==> src/rtl/robot_pkg.sv <==
// Shared definitions for robot sensor and lighting blocks: lamp FSM state
// encoding and default timing constants.
package robot_pkg;

    typedef enum logic [1:0] {
        ST_OFF       = 2'd0,
        ST_RAMP_UP   = 2'd1,
        ST_ON        = 2'd2,
        ST_RAMP_DOWN = 2'd3
    } lamp_state_e;

    localparam logic [15:0] DEFAULT_DEBOUNCE_CYCLES = 16'd50000;
    localparam logic [15:0] DEFAULT_RAMP_DIV        = 16'd1000;
    localparam int          DEFAULT_PWM_BITS        = 8;

endpackage

==> src/rtl/sync_debounce.sv <==
// Two-flop synchronizer followed by a debounce filter; dout only follows the
// synchronized input after it has disagreed for DEBOUNCE_CYCLES cycles in a row.
module sync_debounce
    import robot_pkg::*;
#(
    parameter logic [15:0] DEBOUNCE_CYCLES = DEFAULT_DEBOUNCE_CYCLES
) (
    input  logic clk,
    input  logic rst_n,
    input  logic din,
    output logic dout
);

    logic        sync1_q;
    logic        sync2_q;
    logic [15:0] cnt_q;
    logic [15:0] cnt_d;
    logic        db_q;
    logic        db_d;

    always_ff @(posedge clk or negedge rst_n) begin
        if (!rst_n) begin
            sync1_q <= 1'b0;
            sync2_q <= 1'b0;
            cnt_q   <= '0;
            db_q    <= 1'b0;
        end else begin
            sync1_q <= din;
            sync2_q <= sync1_q;
            cnt_q   <= cnt_d;
            db_q    <= db_d;
        end
    end

    // Any sample that agrees with the accepted value restarts the count.
    always_comb begin
        cnt_d = '0;
        db_d  = db_q;
        if (sync2_q != db_q) begin
            if (cnt_q >= DEBOUNCE_CYCLES - 16'd1) begin
                db_d = sync2_q;
            end else begin
                cnt_d = cnt_q + 16'd1;
            end
        end
    end

    assign dout = db_q;

endmodule

==> src/rtl/headlight_driver.sv <==
// Automatic headlight controller: debounced dark sensing, ramped brightness
// FSM and a free-running PWM output stage.
module headlight_driver
    import robot_pkg::*;
#(
    parameter logic [15:0] DEBOUNCE_CYCLES = DEFAULT_DEBOUNCE_CYCLES,
    parameter logic [15:0] RAMP_DIV        = DEFAULT_RAMP_DIV,
    parameter int          PWM_BITS        = DEFAULT_PWM_BITS
) (
    input  logic                clk,
    input  logic                rst_n,
    input  logic                dark,
    input  logic                enable,
    output logic                led_pwm,
    output logic [PWM_BITS-1:0] level,
    output logic                lamp_on
);

    localparam logic [PWM_BITS-1:0] LEVEL_MAX = '1;
    localparam logic [PWM_BITS-1:0] LEVEL_MIN = '0;

    logic                dark_db;
    logic                demand;
    logic                tick;
    lamp_state_e         state_q;
    lamp_state_e         state_d;
    logic [PWM_BITS-1:0] level_q;
    logic [PWM_BITS-1:0] level_d;
    logic [PWM_BITS-1:0] pwm_cnt_q;
    logic [PWM_BITS-1:0] pwm_cnt_d;
    logic [15:0]         tick_cnt_q;
    logic [15:0]         tick_cnt_d;
    logic                led_pwm_q;
    logic                led_pwm_d;
    logic                lamp_on_q;
    logic                lamp_on_d;

    sync_debounce #(
        .DEBOUNCE_CYCLES(DEBOUNCE_CYCLES)
    ) u_dark_db (
        .clk  (clk),
        .rst_n(rst_n),
        .din  (dark),
        .dout (dark_db)
    );

    assign demand = dark_db & enable;
    assign tick   = (tick_cnt_q >= RAMP_DIV - 16'd1);

    always_ff @(posedge clk or negedge rst_n) begin
        if (!rst_n) begin
            state_q    <= ST_OFF;
            level_q    <= '0;
            pwm_cnt_q  <= '0;
            tick_cnt_q <= '0;
            led_pwm_q  <= 1'b0;
            lamp_on_q  <= 1'b0;
        end else begin
            state_q    <= state_d;
            level_q    <= level_d;
            pwm_cnt_q  <= pwm_cnt_d;
            tick_cnt_q <= tick_cnt_d;
            led_pwm_q  <= led_pwm_d;
            lamp_on_q  <= lamp_on_d;
        end
    end

    // The tick counter only advances while ramping with no transition, so
    // every state change and every step restarts the RAMP_DIV interval.
    always_comb begin
        state_d    = state_q;
        level_d    = level_q;
        tick_cnt_d = '0;
        case (state_q)
            ST_OFF: begin
                if (demand) begin
                    state_d = ST_RAMP_UP;
                end
            end
            ST_ON: begin
                if (!demand) begin
                    state_d = ST_RAMP_DOWN;
                end
            end
            ST_RAMP_UP: begin
                if (!demand) begin
                    state_d = ST_RAMP_DOWN;
                end else if (tick) begin
                    if (level_q != LEVEL_MAX) begin
                        level_d = level_q + 1'b1;
                    end
                    if (level_q >= LEVEL_MAX - 1'b1) begin
                        state_d = ST_ON;
                    end
                end else begin
                    tick_cnt_d = tick_cnt_q + 16'd1;
                end
            end
            ST_RAMP_DOWN: begin
                if (demand) begin
                    state_d = ST_RAMP_UP;
                end else if (tick) begin
                    if (level_q != LEVEL_MIN) begin
                        level_d = level_q - 1'b1;
                    end
                    if (level_q <= LEVEL_MIN + 1'b1) begin
                        state_d = ST_OFF;
                    end
                end else begin
                    tick_cnt_d = tick_cnt_q + 16'd1;
                end
            end
            default: begin
                state_d = ST_OFF;
            end
        endcase
    end

    // Full and zero brightness are forced so the LED never glitches at the ends.
    always_comb begin
        pwm_cnt_d = pwm_cnt_q + 1'b1;
        if (level_q == LEVEL_MAX) begin
            led_pwm_d = 1'b1;
        end else if (level_q == LEVEL_MIN) begin
            led_pwm_d = 1'b0;
        end else begin
            led_pwm_d = (pwm_cnt_q < level_q);
        end
        lamp_on_d = (state_q == ST_ON);
    end

    assign led_pwm = led_pwm_q;
    assign level   = level_q;
    assign lamp_on = lamp_on_q;

endmodule

==> config.mk <==
export PLATFORM = sky130hd
export DESIGN_NAME = headlight_driver
export DESIGN_NICKNAME = d
export VERILOG_FILES = /design/src/rtl/robot_pkg.sv /design/src/rtl/sync_debounce.sv /design/src/rtl/headlight_driver.sv
export SDC_FILE = /design/constraint.sdc
export NUM_CORES = 1
export LEC_CHECK = 0
export CORE_MARGIN = 4
export CORE_UTILIZATION = 64
export DETAILED_ROUTE_END_ITERATION = 12
export PLACE_DENSITY = 0.89
export SETUP_SLACK_MARGIN = 0.1
export SYNTH_ARGS = -nofsm -noshare
export SYNTH_HDL_FRONTEND = slang
export SYNTH_SLANG_ARGS = --single-unit
==> constraint.sdc <==
create_clock -name clk -period 6 [get_ports clk]
set_clock_uncertainty 0.1 [all_clocks]
set_input_delay 0.9 -clock clk [delete_from_list [all_inputs] [get_ports clk]]
set_output_delay 0.9 -clock clk [all_outputs]
set_load 0.01 [all_outputs]
==> run_results.csv <==
group,metric,value,unit
hold_path,min_delay_path_depth,0,
global_routing,grt.overflow.total,0,
floorplan,design.core.area,4320,um^2
floorplan,design.portCount,14,
critical_path,path_class,"reg -> reg",
floorplan,chipWidth,74.8,um
finish,area_used_by_multi_input_combinational_logic,1410,um^2
global_routing,grt.total_usage,21.1,%
sta,unrepaired_setup_endpoints_after_global_routing,"false",
critical_path,timing.critical_path.fanout_max,16,
sta,timing.fmax,385,MHz
finish,final_cell_mix,"sky130_fd_sc_hd__dfrtp_1 (55), sky130_fd_sc_hd__nor2_1 (24), sky130_fd_sc_hd__xnor2_1 (21), sky130_fd_sc_hd__nand3_1 (20), sky130_fd_sc_hd__ha_1 (19)",
yosys,largest_family_of_logic_cells_by_synthesized_area,"simple AND/OR/NAND/NOR gates",
global_routing,grt_first_pass_wirelength,9030,um
sta,timing.max_slew.rel_slack,23.7,%
global_routing,maximum_number_of_pins_on_one_net_before_global_route_repair,56,
floorplan,floorplan.die.height,74.8,um
critical_path,rr_startpoint,"u_dark_db.cnt_q[0]",
power,vdd.ir_drop.worst,0.137,mV
yosys,ys_ff_latch,55,
cts,cts_max_path_buffers,2,
floorplan,initial_core_util,66.1,%
cts,cts_resized,0,
cts,tritoncts_clock_tree,"yes",
yosys,syn_inst,265,
cts,clock_tree.htree_level_count,2,
critical_path,worstSetupStartpointType,"flip-flop",
yosys,synth.yosys.warnings,0,
finish,area.growth.synth_to_final,11.0,%
yosys,avgSynthCellArea,10.8,um^2
cts,worst_skew_pair.late_latency,0.30,ns
sta,slew_viols_final,0,
critical_path,timing.reg2reg.worst_path_depth,6,
critical_path,critical_path.reg2reg.endpoint,"u_dark_db.cnt_q[15]",
critical_path,end_kind,"flip-flop",
outcome,outcome,"finished clean",
floorplan,rows,24,
finish,finish.net_count,310,
yosys,synth-main-ff-cell,"sky130_fd_sc_hd__dfrtp_1",
hold_path,holdCritStartpoint,"u_dark_db.sync1_q",
sta,final.setup.tns,0,ns
yosys,synth_xor_area_share,10.7,%
critical_path,reg2reg_setup_slack,3.40,ns
critical_path,worst-endpoint-arrival,2.64,ns
finish,antennaDiodeCount,0,
placement,dpl.hpwl,3650,um
floorplan,floorplan.die_area,5600,um^2
run,max_cap_viol_count,0,
cts,clockRootBuffer,"sky130_fd_sc_hd__clkbuf_8",
sta,worst-slew-pin-transition,1.14,ns
routing,vias,1960,
sta,timing.final.hold_violations,0,
hold_path,hold_path.class,"reg -> reg",
routing,remaining_drc_errors,0,
finish,count_of_fill_cells_added_during_filler_insertion,302,
yosys,synth_compound_gate_area_share,7.88,%
routing,vias_per_cell,5.76,
global_routing,grt_pass1_vias,1960,
routing,drt_first_pass_iters,4,
placement,io_buffers,13,
routing,detail-route-antenna-nets,0,
power,cellLeakagePower,1.45,nW
finish,sequential_cell_area,1380,um^2
critical_path,worst-endpoint-required,6.04,ns
yosys,ys_seq_area_share,48.2,%
routing,detail_route.iter0.violations,130,
power,total_power_draw,0.676,mW
sta,timing.final.crit_share,43.3,%
routing,route.detailed.wl_per_inst,14.9,um
hold_path,min_delay_worst_endpoint,"u_dark_db.sync2_q",
yosys,synthDistinctLibCells,45,
power,power_per_cell_area,213,nW/um^2
yosys,synth_adder_area_share,8.32,%
yosys,multiplexer_share_of_the_synthesized_area,1.66,%
yosys,post_synth_simple_gate_area,19.8,%
global_routing,antenna_found_initial,0,
finish,layout_commonest_cell,"sky130_fd_sc_hd__dfrtp_1",
cts,cts_post_setup_buffers_inserted,0,
finish,layout.core_utilization,73.4,%
placement,gp_congestion,0.831,
sta,timing.final.setup_violations,0,
yosys,synth-async-reset-ratio,100,%
cts,clock_sink_count,55,
cts,hold_buffers,0,
cts,numCtsBuffers,5,
routing,routed_wl,5070,um
finish,layout-drive-gt1-share,10.1,%
yosys,synthesis.area,2860,um^2
sta,layout_min_cycle_time,2.60,ns
yosys,synth-edff-count,0,
cts,worst_setup_hold_path_clk_slew,0.09,ns
## critical path: stages, from the launching register on
cell and delay (ns):
sky130_fd_sc_hd__dfrtp_1 0.44, sky130_fd_sc_hd__ha_1 0.27, sky130_fd_sc_hd__a311o_1 0.20, sky130_fd_sc_hd__a211oi_2 0.07
sky130_fd_sc_hd__nor3_1 0.29, sky130_fd_sc_hd__nand2b_1 0.92, sky130_fd_sc_hd__nor2_1 0.13
## registers in the layout, summed over array words and instances (netlist names), 2 cells and up
register	count
tick_cnt_q	16
pwm_cnt_q	8
u_dark_db.cnt_q	16
level	8
state_q	2
## cell families after synthesis
family / after synthesis
DFF: 55
buffers and inverters: 20
xor gates and xnor gates: 35
adders and majority gates: 19
muxes: 4
and+or+nand+nor: 101
other: 1
AOI/OAI and AO/OA: 30
## Yosys cell counts, types with 2 or more instances
cell,number,area (um^2)
sky130_fd_sc_hd__inv_1,16,60.1
sky130_fd_sc_hd__nand3_1,20,100
sky130_fd_sc_hd__and3_1,9,56.3
sky130_fd_sc_hd__clkbuf_1,2,7.51
sky130_fd_sc_hd__o31ai_1,3,22.5
sky130_fd_sc_hd__nand4_1,3,18.8
sky130_fd_sc_hd__dfrtp_1,55,1380
sky130_fd_sc_hd__a21oi_1,6,30.0
sky130_fd_sc_hd__o21ai_0,5,25.0
sky130_fd_sc_hd__a21o_1,2,15.0
sky130_fd_sc_hd__nor2_4,8,90.1
sky130_fd_sc_hd__mux2_2,2,22.5
sky130_fd_sc_hd__nand2_1,18,67.6
sky130_fd_sc_hd__nor2_2,2,12.5
sky130_fd_sc_hd__xnor2_1,21,184
sky130_fd_sc_hd__nor3_1,3,15.0
sky130_fd_sc_hd__nand2b_1,2,12.5
sky130_fd_sc_hd__a31oi_1,2,12.5
sky130_fd_sc_hd__and4_1,4,35.0
sky130_fd_sc_hd__nor2b_1,2,12.5
sky130_fd_sc_hd__ha_1,19,238
sky130_fd_sc_hd__xor2_1,14,123
sky130_fd_sc_hd__or4_4,2,22.5
sky130_fd_sc_hd__nor2_1,24,90.1
## metal layers
metal  part of all wire [%]  track usage [%]
met5                      0                0
met3                    3.0             4.14
met4                   0.59             4.94
met1                     44             27.9
met2                     52             36.0
## final cells by class
class	instances	share of cell area (%)
clock inverters	2	1.89
well taps	52	2.05
inverters	16	1.89
repair buffers	14	4.18
clock buffers	6	2.29
multi-input cells	195	44.3
flip-flops and latches	55	43.4
## per-stage QoR
step | area, um^2 | instances | worst slack [ns] | hold WS, ns
after CTS | 3170 | 340 | 3.39 | 0.271
final | 3170 | 340 | 3.40 | 0.270
after detailed placement | 3040 | 332 | 3.09 | 0.248
after floorplan | 2880 | 270 | 3.95 | 0.231
after global placement | 3040 | 332 | 3.15 | 0.251
after global routing | 3170 | 340 | 3.19 | 0.286
## where the power goes
part           total (mW)  internal (mW)  switching (mW)
Combinational      0.0167        0.00405          0.0127
Sequential          0.378          0.375         0.00325
Clock               0.281          0.167           0.115
## worst max path at each step
stage	startpoint	slack, ns	to	depth (start not counted)
after CTS	u_dark_db.cnt_q[0]	3.39	u_dark_db.cnt_q[15]	6
after global routing	u_dark_db.cnt_q[0]	3.19	u_dark_db.cnt_q[2]	6
after detailed placement	enable	3.09	state_q[1]	6
final	u_dark_db.cnt_q[0]	3.40	u_dark_db.cnt_q[15]	6
after global placement	enable	3.15	state_q[1]	6
after floorplan	enable	3.95	state_q[1]	5
Power figures use the tool's default switching activity.
